==> src/rtl/mux4_pkg.sv <==
// Shared definitions for the 4:1 mux scan sequencer: channel count, select width
// and the scan FSM state encoding.
package mux4_pkg;
  localparam int NUM_CH = 4;
  localparam int CH_W   = 2;

  typedef enum logic {
    ST_IDLE = 1'b0,
    ST_SCAN = 1'b1
  } state_e;
endpackage

==> src/rtl/rr_next_ch.sv <==
// Round-robin channel pick: first set bit of i_req strictly above i_cur, wrapping.
// Passing i_cur = NUM_CH-1 yields the lowest set bit, which is how the start pick is made.
module rr_next_ch
  import mux4_pkg::*;
(
  input  logic [NUM_CH-1:0] i_req,
  input  logic [CH_W-1:0]   i_cur,
  output logic [CH_W-1:0]   o_nxt,
  output logic              o_wrap
);

  logic            w_found;
  logic [CH_W-1:0] w_idx;

  always_comb begin
    o_nxt   = i_cur;
    w_found = 1'b0;
    w_idx   = i_cur;
    for (int i = 1; i < NUM_CH; i++) begin
      w_idx = i_cur + CH_W'(i);
      if (!w_found && i_req[w_idx]) begin
        o_nxt   = w_idx;
        w_found = 1'b1;
      end
    end
    // No other channel enabled keeps the current one, which counts as a wrap.
    o_wrap = (o_nxt <= i_cur);
  end

endmodule

==> src/rtl/mux4_scan_ctrl.sv <==
// Scan sequencer for a 4:1 mux: holds each enabled channel's select for DWELL cycles,
// captures the mux output into a per-channel sample bit and flags captures and sweeps.
module mux4_scan_ctrl
  import mux4_pkg::*;
#(
  parameter int DWELL = 4,
  parameter int CNT_W = 8
) (
  input  logic              clk,
  input  logic              rst_n,
  input  logic              en,
  input  logic [NUM_CH-1:0] req,
  input  logic              f,
  output logic              s1,
  output logic              s0,
  output logic [NUM_CH-1:0] sample,
  output logic              sample_vld,
  output logic [CH_W-1:0]   sample_ch,
  output logic              frame_done,
  output state_e            o_dbg_state
);

  localparam logic [CNT_W-1:0] LP_LAST = CNT_W'(DWELL - 1);

  state_e            r_state, w_state_nxt;
  logic [CNT_W-1:0]  r_cnt, w_cnt_nxt;
  logic [CH_W-1:0]   r_sel, w_sel_nxt;
  logic [NUM_CH-1:0] r_sample, w_sample_nxt;
  logic [CH_W-1:0]   r_sample_ch, w_sample_ch_nxt;
  logic              r_vld, w_vld_nxt;
  logic              r_frame, w_frame_nxt;

  logic [CH_W-1:0]   w_cur;
  logic [CH_W-1:0]   w_pick;
  logic              w_wrap;

  assign w_cur = (r_state == ST_IDLE) ? CH_W'(NUM_CH - 1) : r_sel;

  rr_next_ch u_rr (
    .i_req  (req),
    .i_cur  (w_cur),
    .o_nxt  (w_pick),
    .o_wrap (w_wrap)
  );

  always_comb begin
    w_state_nxt     = r_state;
    w_cnt_nxt       = r_cnt;
    w_sel_nxt       = r_sel;
    w_sample_nxt    = r_sample;
    w_sample_ch_nxt = r_sample_ch;
    w_vld_nxt       = 1'b0;
    w_frame_nxt     = 1'b0;
    unique case (r_state)
      ST_IDLE: begin
        if (en && (|req)) begin
          w_state_nxt = ST_SCAN;
          w_sel_nxt   = w_pick;
          w_cnt_nxt   = '0;
        end
      end
      ST_SCAN: begin
        if (!en) begin
          w_state_nxt = ST_IDLE;
          w_cnt_nxt   = '0;
        end else if (r_cnt == LP_LAST) begin
          // req is only looked at here, so mid-dwell changes never cut a dwell short.
          w_sample_nxt[r_sel] = f;
          w_sample_ch_nxt     = r_sel;
          w_vld_nxt           = 1'b1;
          w_cnt_nxt           = '0;
          if (req == '0) begin
            w_state_nxt = ST_IDLE;
            w_frame_nxt = 1'b1;
          end else begin
            w_sel_nxt   = w_pick;
            w_frame_nxt = w_wrap;
          end
        end else begin
          w_cnt_nxt = r_cnt + CNT_W'(1);
        end
      end
      default: w_state_nxt = ST_IDLE;
    endcase
  end

  always_ff @(posedge clk or negedge rst_n) begin
    if (!rst_n) begin
      r_state     <= ST_IDLE;
      r_cnt       <= '0;
      r_sel       <= '0;
      r_sample    <= '0;
      r_sample_ch <= '0;
      r_vld       <= 1'b0;
      r_frame     <= 1'b0;
    end else begin
      r_state     <= w_state_nxt;
      r_cnt       <= w_cnt_nxt;
      r_sel       <= w_sel_nxt;
      r_sample    <= w_sample_nxt;
      r_sample_ch <= w_sample_ch_nxt;
      r_vld       <= w_vld_nxt;
      r_frame     <= w_frame_nxt;
    end
  end

  // sample_vld is a one-cycle pulse with no back-pressure: sample[sample_ch] and
  // frame_done are valid in exactly the cycle it is high, and nothing stalls the scan.
  assign s1          = r_sel[1];
  assign s0          = r_sel[0];
  assign sample      = r_sample;
  assign sample_vld  = r_vld;
  assign sample_ch   = r_sample_ch;
  assign frame_done  = r_frame;
  assign o_dbg_state = r_state;

endmodule
==> config.mk <==
export PLATFORM = sky130hd
export DESIGN_NAME = mux4_scan_ctrl
export DESIGN_NICKNAME = d
export VERILOG_FILES = /design/src/rtl/mux4_pkg.sv /design/src/rtl/rr_next_ch.sv /design/src/rtl/mux4_scan_ctrl.sv
export SDC_FILE = /design/constraint.sdc
export NUM_CORES = 1
export LEC_CHECK = 0
export ABC_AREA = 1
export BUFFER_PORTS_ARGS = -buffer_cell sky130_fd_sc_hd__buf_4
export CORE_MARGIN = 2
export CORE_UTILIZATION = 25
export CTS_BUF_LIST = sky130_fd_sc_hd__clkbuf_4
export DETAILED_ROUTE_END_ITERATION = 7
export GPL_ROUTABILITY_DRIVEN = 1
export PLACE_DENSITY = 0.46
export SKIP_LAST_GASP = 1
export SLEW_MARGIN = 10
export SYNTH_ARGS = -nofsm -noshare
export SYNTH_HDL_FRONTEND = slang
export SYNTH_SLANG_ARGS = --single-unit
==> constraint.sdc <==
create_clock -name clk -period 2.6 [get_ports clk]
set_input_delay 0.26 -clock clk [delete_from_list [all_inputs] [get_ports clk]]
set_output_delay 0.26 -clock clk [all_outputs]
set_load 0.01 [all_outputs]
==> results of run 1 <==
## flip-flops by register name (all words and copies together) (netlist names)
signal / count
r_sel: 2
sample: 4
sample_ch: 2
r_cnt: 8
sample_vld: 1
o_dbg_state: 1
frame_done: 1
## Yosys cell counts
cell type,instances,area (µm²)
nand2_1,49,184
nand3_1,26,130
dfrtp_1,19,475
inv_1,18,67.6
nand4_1,11,68.8
o21ai_0,9,45.0
nand2_2,6,37.5
nand3_2,4,40.0
o21ai_1,4,20.0
buf_6,3,33.8
ha_1,3,37.5
nand2_4,3,33.8
buf_4,2,15.0
inv_2,2,7.51
or2_2,2,12.5
a21oi_1,1,5.00
a311oi_1,1,8.76
and2_1,1,6.26
buf_2,1,5.00
buf_8,1,15.0
inv_6,1,8.76
nor2_1,1,3.75
nor2_4,1,11.3
nor2_8,1,20.0
nor3_1,1,5.00
nor3_2,1,10.0
nor3_4,1,16.3
o21bai_1,1,7.51
xor2_1,1,8.76
## power by group through the flow
| stage | clock network (mW) | logic, mW | registers [mW] |
|---|---|---|---|
| after floorplan | 0 | 0.477 | 0.394 |
| after global placement | 0 | 0.582 | 0.422 |
| after detailed placement | 0 | 0.569 | 0.421 |
| after CTS | 0.166 | 0.571 | 0.417 |
| after global routing | 0.181 | 0.657 | 0.427 |
| final | 0.158 | 0.561 | 0.416 |
## kinds of logic after synthesis
family	after synthesis	share of synthesized area
fa+ha+maj	3	0.0280
buf+inv	28	0.114
flops	19	0.355
simple gates	108	0.432
xor+xnor	1	0.00654
compound gates	16	0.0644
## per-stage QoR
step | hold slack, ns | util | power (mW) | setup WS (ns)
finish | 0.251 | 0.301 | 1.14 | 0.433
global route | 0.256 | 0.301 | 1.27 | 0.143
CTS | 0.248 | 0.301 | 1.15 | 0.407
detailed placement | 0.157 | 0.294 | 0.991 | 0.419
global placement | 0.159 | 0.294 | 1.00 | 0.520
floorplan | -0.0356 | - | 0.871 | 0.665
## final timing paths
check / from / to / slack [ns] / depth (start not counted)
worst max-delay path: o_dbg_state / frame_done / 0.43 / 13
worst min-delay path: f / sample[1] / 0.25 / 3
worst max register to register: o_dbg_state / frame_done / 0.43 / 13
worst min register to register: sample[3] / sample[3] / 0.51 / 2
max in group asynchronous: rst_n / r_sel[0] / 2.04 / 2
min in group asynchronous: rst_n / r_cnt[7] / 0.34 / 2
## worst max-delay path, stage by stage (launching register included)
cell,delay (ns)
dfrtp_1,0.52
buf_4,0.23
nand2_4,0.09
nand2_1,0.08
nand2_2,0.06
nand2_2,0.07
nand2_2,0.07
nand2_1,0.07
nand3_1,0.08
and2_1,0.14
ha_1,0.28
inv_1,0.06
o21bai_1,0.05
a311oi_1,0.28
## cells in the final DEF, fill, tap and decap left out, types with 2 or more instances in the layout
master,instances
dfrtp_1,19
nand2_4,3
nand2_2,6
nand3_1,26
clkbuf_4,3
o21ai_0,9
inv_1,18
nand4_1,11
o21ai_1,4
nand3_2,4
buf_4,20
nand2_1,49
ha_1,3
or2_2,2
inv_2,2
## metal layers
metal / vias to the layer above / wire length [µm]
met2: 20 / 1280
met1: 532 / 1450
met3: 4 / 118
met4: 0 / 37
met5: - / 0
li1: 615 / -
## what timing repair did
item,in CTS,in global routing
setup buffers,0,0
hold buffers,1,0
gates resized for setup,0,0
hold endpoints to repair,19,0
## final cells by class
type	count	area share
Tap cell	70	0.0566
Clock buffer	3	0.0146
Multi-Input combinational cell	128	0.460
Inverter	21	0.0542
Clock inverter	1	0.00324
Sequential cell	19	0.307
Timing Repair Buffer	21	0.104
==> impl_metrics.tcl, run 1 <==
set metrics [dict create \
    dieHeight_um 77.2 \
    vias 1171 \
    drive_gt1_frac 0.238 \
    power_switching_mw 0.508 \
    overflow 0 \
    initial_core_util 0.261 \
    numClockSinks 19 \
    relSlewSlack 0.738 \
    drt-pass1-iter-count 4 \
    cts_tree "built" \
    synth.net_count 186 \
    grt_pass1_vias 1052 \
    drc 0 \
    pwr-share-seq 0.366 \
    grt_util_met1 0.144 \
    insertion_delay_ns 0.31 \
    die_w_um 77.2 \
    p_sw_frac 0.448 \
    internal_power_mw 0.627 \
    grt_max_degree 20 \
    crit_type "reg -> reg" \
    gp_congestion 0.786 \
    rows 26 \
    max_clock_freq_mhz 461 \
    worst_pin_slew_ns 0.393 \
    maxSlewViolCount 0 \
    multi_input_comb_area_um2 712 \
    antenna_found_initial 0 \
    vdd_drop_max_mv 0.342 \
    critPathArrivalTime_ns 2.38 \
    grtUsageTotal 0.102 \
    detail-route-antenna-nets 0 \
    power.share.clock 0.139 \
    detail_route.wl_per_cell_um 11.0 \
    cts_buffers 3 \
    dp.cells 258 \
    avgViaCountPerCell 4.45 \
    leakage_nw 0.799 \
    antennaDiodeCount 0 \
    final-setup-viol-count 0 \
    clk_pin_slew_ns 0.12 \
    synth.avg_cell_area_um2 7.66 \
    share_comb_of_total_power 0.494 \
    grt_pass1_wl_um 5010 \
    seq_area_um2 475 \
    drtIter0Drc 61 \
    ioPinCount 19 \
    rsz0062_at_grt "no" \
    cp.required_ns 2.81 \
    dieArea_um2 5960 \
    grt_busiest_layer "met2" \
    cts_root_buf "clkbuf_4" \
    final_cell_count_no_fill 263 \
    skew_ns 0.0114 \
    finalNetCount 205 \
    hold_class "in -> reg" \
    routed_wl_um 2880 \
    synth_seq_cells 19 \
    hold_viol 0 \
    power_per_cell_area_nw_per_um2 734 \
    core_um2 5140 \
    setup_tns_ns 0 \
    status "completed" \
    cp-start-kind "flop" \
    clockBufferDepth 2 \
    syn_inst 175 \
    worst-path-max-fanout 9 \
    dp_hpwl_um 2250 \
    postPlaceCellArea_um2 1510 \
    fill_cells 572 \
    h-tree-depth 1 \
    area_growth_pct 15.4 \
    io_buffers 18 \
    fin_crit_sh 0.834 \
    worstSetupEndpointType "flop" \
    fin_area_um2 1550 \
    grt_use_met3 0.0318 \
    layout_min_cycle_time_ns 2.17 \
    ys_seq_area_frac 0.355 \
    yosysWarnings 0 \
    ys_types 29 \
    maxCapViolations 0 \
    grt_util_met2 0.152 \
    syn_area_um2 1340 \
]
Note: power is estimated with default switching activity, not from simulation.
==> run 2, diff against run 1 <==
--- a/config.mk
+++ b/config.mk
@@ -5,14 +5,14 @@
 export SDC_FILE = /design/constraint.sdc
 export NUM_CORES = 1
 export LEC_CHECK = 0
-export ABC_AREA = 1
+export ABC_AREA = 0
 export BUFFER_PORTS_ARGS = -buffer_cell sky130_fd_sc_hd__buf_4
 export CORE_MARGIN = 2
 export CORE_UTILIZATION = 25
 export CTS_BUF_LIST = sky130_fd_sc_hd__clkbuf_4
 export DETAILED_ROUTE_END_ITERATION = 7
 export GPL_ROUTABILITY_DRIVEN = 1
-export PLACE_DENSITY = 0.46
+export PLACE_DENSITY = 0.47
 export SKIP_LAST_GASP = 1
 export SLEW_MARGIN = 10
 export SYNTH_ARGS = -nofsm -noshare
==> constraint.sdc (replaced) <==
create_clock -name clk -period 2.1 [get_ports clk]
set_input_delay 0.21 -clock clk [delete_from_list [all_inputs] [get_ports clk]]
set_output_delay 0.21 -clock clk [all_outputs]
set_load 0.01 [all_outputs]
==> impl_metrics.tcl, run 2 <==
set metrics [dict create \
    synth_edf_count 0 \
    final_common_cell "buf_4" \
    antenna_found_initial 0 \
    drc 0 \
    dp_hpwl_um 1920 \
    synth_most_common_cell "dfrtp_1" \
    power_switching_mw 0.377 \
    grt_max_degree 20 \
    critPathArrivalTime_ns 2.15 \
    cts_root_buf "clkbuf_4" \
    min_path_cells 2 \
    h-tree-depth 1 \
    synth_top_cell_by_area "dfrtp_1" \
    rrSetupSlack_ns 0.16 \
    final_cell_mix "buf_4, dfrtp_1, nand2_1, nor2_1, o21ai_0" \
    drive_gt1_frac 0.310 \
    clockBufferDepth 2 \
    final-setup-viol-count 0 \
    ioPinCount 19 \
    syn_inst 118 \
    dieArea_um2 5160 \
    grt_pass1_vias 976 \
    insertion_delay_ns 0.31 \
    crit_type "reg -> reg" \
    fin_crit_sh 0.926 \
    numClockSinks 19 \
    ys.flop_type "dfrtp_1" \
    skew_ns 0.0126 \
    synth.net_count 129 \
    pwr-share-seq 0.429 \
    io_buffers 18 \
    p_sw_frac 0.350 \
    postCtsSetupBuffers 0 \
    post-synth-top-area-fraction 0.413 \
    synth-compound-area-share 0.141 \
    initial_core_util 0.262 \
    internal_power_mw 0.702 \
    status "completed" \
    layout_min_cycle_time_ns 1.94 \
    cp-start-kind "flop" \
    synth_top_family_by_area "simple AND/OR/NAND/NOR gates" \
    synth_simple_gate_area_frac 0.299 \
    clk_pin_slew_ns 0.12 \
    reg2reg_depth 8 \
    worstSetupEndpointType "flop" \
    detail_route.wl_per_cell_um 13.4 \
    seq_area_um2 477 \
    synth.avg_cell_area_um2 9.74 \
    ys_seq_area_frac 0.413 \
    hold_class "in -> reg" \
    area_growth_pct 21.1 \
    routed_wl_um 2610 \
    finalNetCount 154 \
    synth_xor_area_frac 0.0152 \
    rsz0062_at_grt "no" \
    synth_common_cells "dfrtp_1, nand2_1, nor2_1, o21ai_0, a21oi_1" \
    rows 24 \
    dieHeight_um 71.8 \
    drt-pass1-iter-count 4 \
    core_um2 4380 \
    ys_types 37 \
    die_w_um 71.8 \
    grt_pass1_wl_um 4430 \
    timing.rr.start "r_sel[0]" \
    synth_mux_area_frac 0.0653 \
    synth_seq_cells 19 \
    reg2reg_to "frame_done" \
    drtIter0Drc 30 \
    gp_congestion 0.721 \
    hold_viol 0 \
    power.share.clock 0.179 \
    overflow 0 \
    yosysWarnings 0 \
    share_comb_of_total_power 0.392 \
    relSlewSlack 0.779 \
    worst-path-max-fanout 5 \
    preCtsSetupSlack_ns 0.0996 \
    synth_fa_ha_area_frac 0.0326 \
    setup_tns_ns 0 \
    worstHoldStart "f" \
    cp.required_ns 2.31 \
    layout_setup_ws_ns 0.156 \
    maxSlewViolCount 0 \
    max_clock_freq_mhz 514 \
    vdd_drop_max_mv 0.400 \
    syn_area_um2 1150 \
    power_per_cell_area_nw_per_um2 775 \
    fill_cells 471 \
    detail-route-antenna-nets 0 \
    synth_area_leaders "dfrtp_1, o21ai_0, nand2_1, a21oi_1, ha_1" \
    antennaDiodeCount 0 \
    multi_input_comb_area_um2 637 \
    holdPathEnd "sample[1]" \
    synth-async-reset-ratio 1.00 \
    largest_reg_flops 8 \
    worst_pin_slew_ns 0.329 \
    top_register "r_cnt" \
    leakage_nw 0.633 \
    cts_buffers 3 \
    maxCapViolations 0 \
    grtUsageTotal 0.108 \
    avgViaCountPerCell 4.87 \
    vias 945 \
    cts_tree "built" \
]
## run 2: changes by cell type after synthesis, moves of 4 or more
cell / before / now
nand4_1: 11 / 2
nor2b_1: 0 / 4
o21ai_1: 4 / 0
a21oi_1: 1 / 8
nor2_1: 1 / 10
nand2_2: 6 / 1
inv_1: 18 / 2
nand2_1: 49 / 13
nand3_2: 4 / 0
nand3_1: 26 / 5
## run 2: worst max-delay path by stage
stage                 endpoint  slack, ns         from
finish              frame_done       0.16     r_sel[0]
global route        frame_done     0.0007  o_dbg_state
global placement    frame_done       0.14  o_dbg_state
floorplan           frame_done       0.11     r_sel[0]
CTS                 frame_done       0.07  o_dbg_state
detailed placement  frame_done        0.1  o_dbg_state
## run 2: metrics by stage
step           hold WS (ns)  total power [mW]  utilization  std cells  instance area [µm²]
3_3_place_gp         0.0977             0.888        0.309        189                 1350
6_report              0.151              1.08        0.318        194                 1390
5_1_grt               0.138              1.17        0.318        194                 1390
3_5_place_dp          0.103             0.900        0.309        189                 1350
2_1_floorplan       -0.0856             0.735            -        118                 1150
4_1_cts               0.135              1.10        0.317        194                 1390
## run 2: logic make-up after synthesis
family,after synthesis
compound gates,26
xor+xnor,2
fa+ha+maj,3
buf+inv,6
flops,19
mux,6
simple gates,56
## run 2: worst max-delay path: stages, from the launching register on
cell and delay [ns]:
dfrtp_1 0.40, nand2b_2 0.22, nor3b_1 0.16, nor4_2 0.31, nand2_1 0.11, xor2_1 0.16, ha_1 0.28, a21oi_1 0.14
a21oi_1 0.08
## run 2: final cells by class
type / count / area share
inverter: 3 / 0.00809
sequential: 19 / 0.342
tap: 52 / 0.0467
clock inverter: 1 / 0.00359
multi-input combinational: 93 / 0.457
clock buffer: 3 / 0.0162
timing repair buffer: 23 / 0.126
## run 2: repair_timing
item                                    4_1_cts  5_1_grt
endpoints found under the hold margin        19        0
endpoints found under the setup margin        0        1
hold buffers                                  1        0
resized for setup                             0        1
## run 2: power groups by stage
stage / registers [mW] / logic [mW] / clock network, mW
final: 0.463 / 0.423 / 0.193
after global routing: 0.473 / 0.472 / 0.222
after CTS: 0.464 / 0.429 / 0.208
after detailed placement: 0.473 / 0.427 / 0
after global placement: 0.469 / 0.419 / 0
after floorplan: 0.488 / 0.247 / 0
## run 2: metal layers
metal,routed length (µm),part of all wire,track usage,up-vias
met1,1240,0.48,0.139,454
met5,0,0,0,-
li1,-,-,-,475
met2,1230,0.47,0.181,14
met4,18,0.0069,0.0189,0
met3,120,0.046,0.0338,2
==> run 3, diff against run 2 <==
--- a/config.mk
+++ b/config.mk
@@ -12,6 +12,7 @@
 export CTS_BUF_LIST = sky130_fd_sc_hd__clkbuf_4
 export DETAILED_ROUTE_END_ITERATION = 7
 export GPL_ROUTABILITY_DRIVEN = 1
+export MAX_ROUTING_LAYER = met4
 export PLACE_DENSITY = 0.47
 export SKIP_LAST_GASP = 1
 export SLEW_MARGIN = 10
==> constraint.sdc (replaced) <==
create_clock -name clk -period 2.1 [get_ports clk]
set_input_delay 0.105 -clock clk [delete_from_list [all_inputs] [get_ports clk]]
set_output_delay 0.105 -clock clk [all_outputs]
set_load 0.01 [all_outputs]
==> impl_metrics.tcl, run 3 (synthesized netlist as in run 2, its figures left out) <==
set metrics [dict create \
    setup_tns_ns 0 \
    overflow 0 \
    multi_input_comb_area_um2 637 \
    die_w_um 71.8 \
    internal_power_mw 0.702 \
    grt_pass1_vias 973 \
    clockBufferDepth 2 \
    ioPinCount 19 \
    finalPower_mw 1.08 \
    maxCapViolations 0 \
    drive_gt1_frac 0.310 \
    power_switching_mw 0.377 \
    grt_max_degree 20 \
    final-setup-viol-count 0 \
    dieArea_um2 5160 \
    fin_util 0.318 \
    cp-start-kind "flop" \
    drt-pass1-iter-count 4 \
    seq_area_um2 477 \
    avgViaCountPerCell 4.86 \
    p_sw_frac 0.349 \
    fill_cells 471 \
    status "completed" \
    final_cell_count_no_fill 194 \
    worst_pin_slew_ns 0.320 \
    fin_area_um2 1390 \
    detail_route.wl_per_cell_um 13.4 \
    routed_wl_um 2600 \
    holdWs_ns 0.0467 \
    postCtsSetupBuffers 0 \
    insertion_delay_ns 0.31 \
    cp.required_ns 2.31 \
    crit_type "reg -> reg" \
    dp.cells 189 \
    layout_min_cycle_time_ns 1.94 \
    rows 24 \
    drc 0 \
    leakage_nw 0.633 \
    postPlaceCellArea_um2 1350 \
    fin_crit_sh 0.926 \
    top_register "r_cnt" \
    relSlewSlack 0.784 \
    gp_congestion 0.730 \
    antennaDiodeCount 0 \
    numClockSinks 19 \
    hold_class "in -> reg" \
    maxSlewViolCount 0 \
    largest_reg_flops 8 \
    vias 943 \
    io_buffers 18 \
    dieHeight_um 71.8 \
    vdd_drop_max_mv 0.401 \
    cts_tree "built" \
    finalNetCount 154 \
    power.share.clock 0.179 \
    h-tree-depth 1 \
    layout_setup_ws_ns 0.156 \
    preCtsSetupSlack_ns 0.0996 \
    final_common_cell "buf_4" \
    antenna_found_initial 0 \
    grtUsageTotal 0.112 \
    worstSetupEndpointType "flop" \
    area_growth_pct 21.1 \
    detail-route-antenna-nets 0 \
    pwr-share-seq 0.429 \
    share_comb_of_total_power 0.392 \
    rsz0062_at_grt "no" \
    clk_pin_slew_ns 0.12 \
    drtIter0Drc 30 \
    skew_ns 0.0119 \
    cts_root_buf "clkbuf_4" \
    worst-path-max-fanout 5 \
    final_cell_mix "buf_4, dfrtp_1, nand2_1, nor2_1, o21ai_0" \
    initial_core_util 0.262 \
    critPathArrivalTime_ns 2.15 \
    cts_buffers 3 \
    hold_viol 0 \
    power_per_cell_area_nw_per_um2 775 \
    max_clock_freq_mhz 514 \
    grt_pass1_wl_um 4440 \
    core_um2 4380 \
    dp_hpwl_um 1920 \
]
run 3: cell counts in the layout (fill, tap and decap cells not counted):
No cell type changed its count.
run 3: path summary, 6_finish.rpt:
kind / startpoint / to / slack (ns) / depth (start not counted)
min in group asynchronous: rst_n / sample[1] / 0.19 / 2
worst min-delay path: f / sample[1] / 0.05 / 2
max in group asynchronous: rst_n / o_dbg_state / 1.69 / 2
worst min register to register: sample_ch[0] / sample_ch[0] / 0.50 / 2
worst max register to register: r_sel[0] / frame_done / 0.16 / 8
worst max-delay path: r_sel[0] / frame_done / 0.16 / 8
run 3: final cells by class:
class,instances,share of cell area
clock inverters,1,0.00359
flip-flops and latches,19,0.342
inverters,3,0.00809
clock buffers,3,0.0162
multi-input cells,93,0.457
repair buffers,23,0.126
well taps,52,0.0467
run 3: timing repair:
item	4_1_cts	5_1_grt
resized for setup	0	1
endpoints found under the setup margin	0	1
hold buffers	1	0
hold endpoints to repair	19	0
run 3: metal layers:
metal  share of wire  up-vias  track usage  wire length [µm]
li1                -      473            -                 -
met1            0.48      454        0.142              1260
met2            0.47       14        0.180              1210
met3           0.042        2       0.0309               110
met4          0.0069        0       0.0189                18
met5               0        -            -                 0
run 3: power groups by stage:
stage | logic, mW | registers, mW | clock network [mW]
after floorplan | 0.247 | 0.488 | 0
after global placement | 0.419 | 0.469 | 0
after detailed placement | 0.427 | 0.473 | 0
after CTS | 0.429 | 0.464 | 0.208
after global routing | 0.472 | 0.473 | 0.225
final | 0.423 | 0.463 | 0.193
run 3: critical path, cell delays in order, from the launching register on:
cell,delay [ns]
dfrtp_1,0.40
nand2b_2,0.22
nor3b_1,0.16
nor4_2,0.31
nand2_1,0.11
xor2_1,0.16
ha_1,0.28
a21oi_1,0.14
a21oi_1,0.08
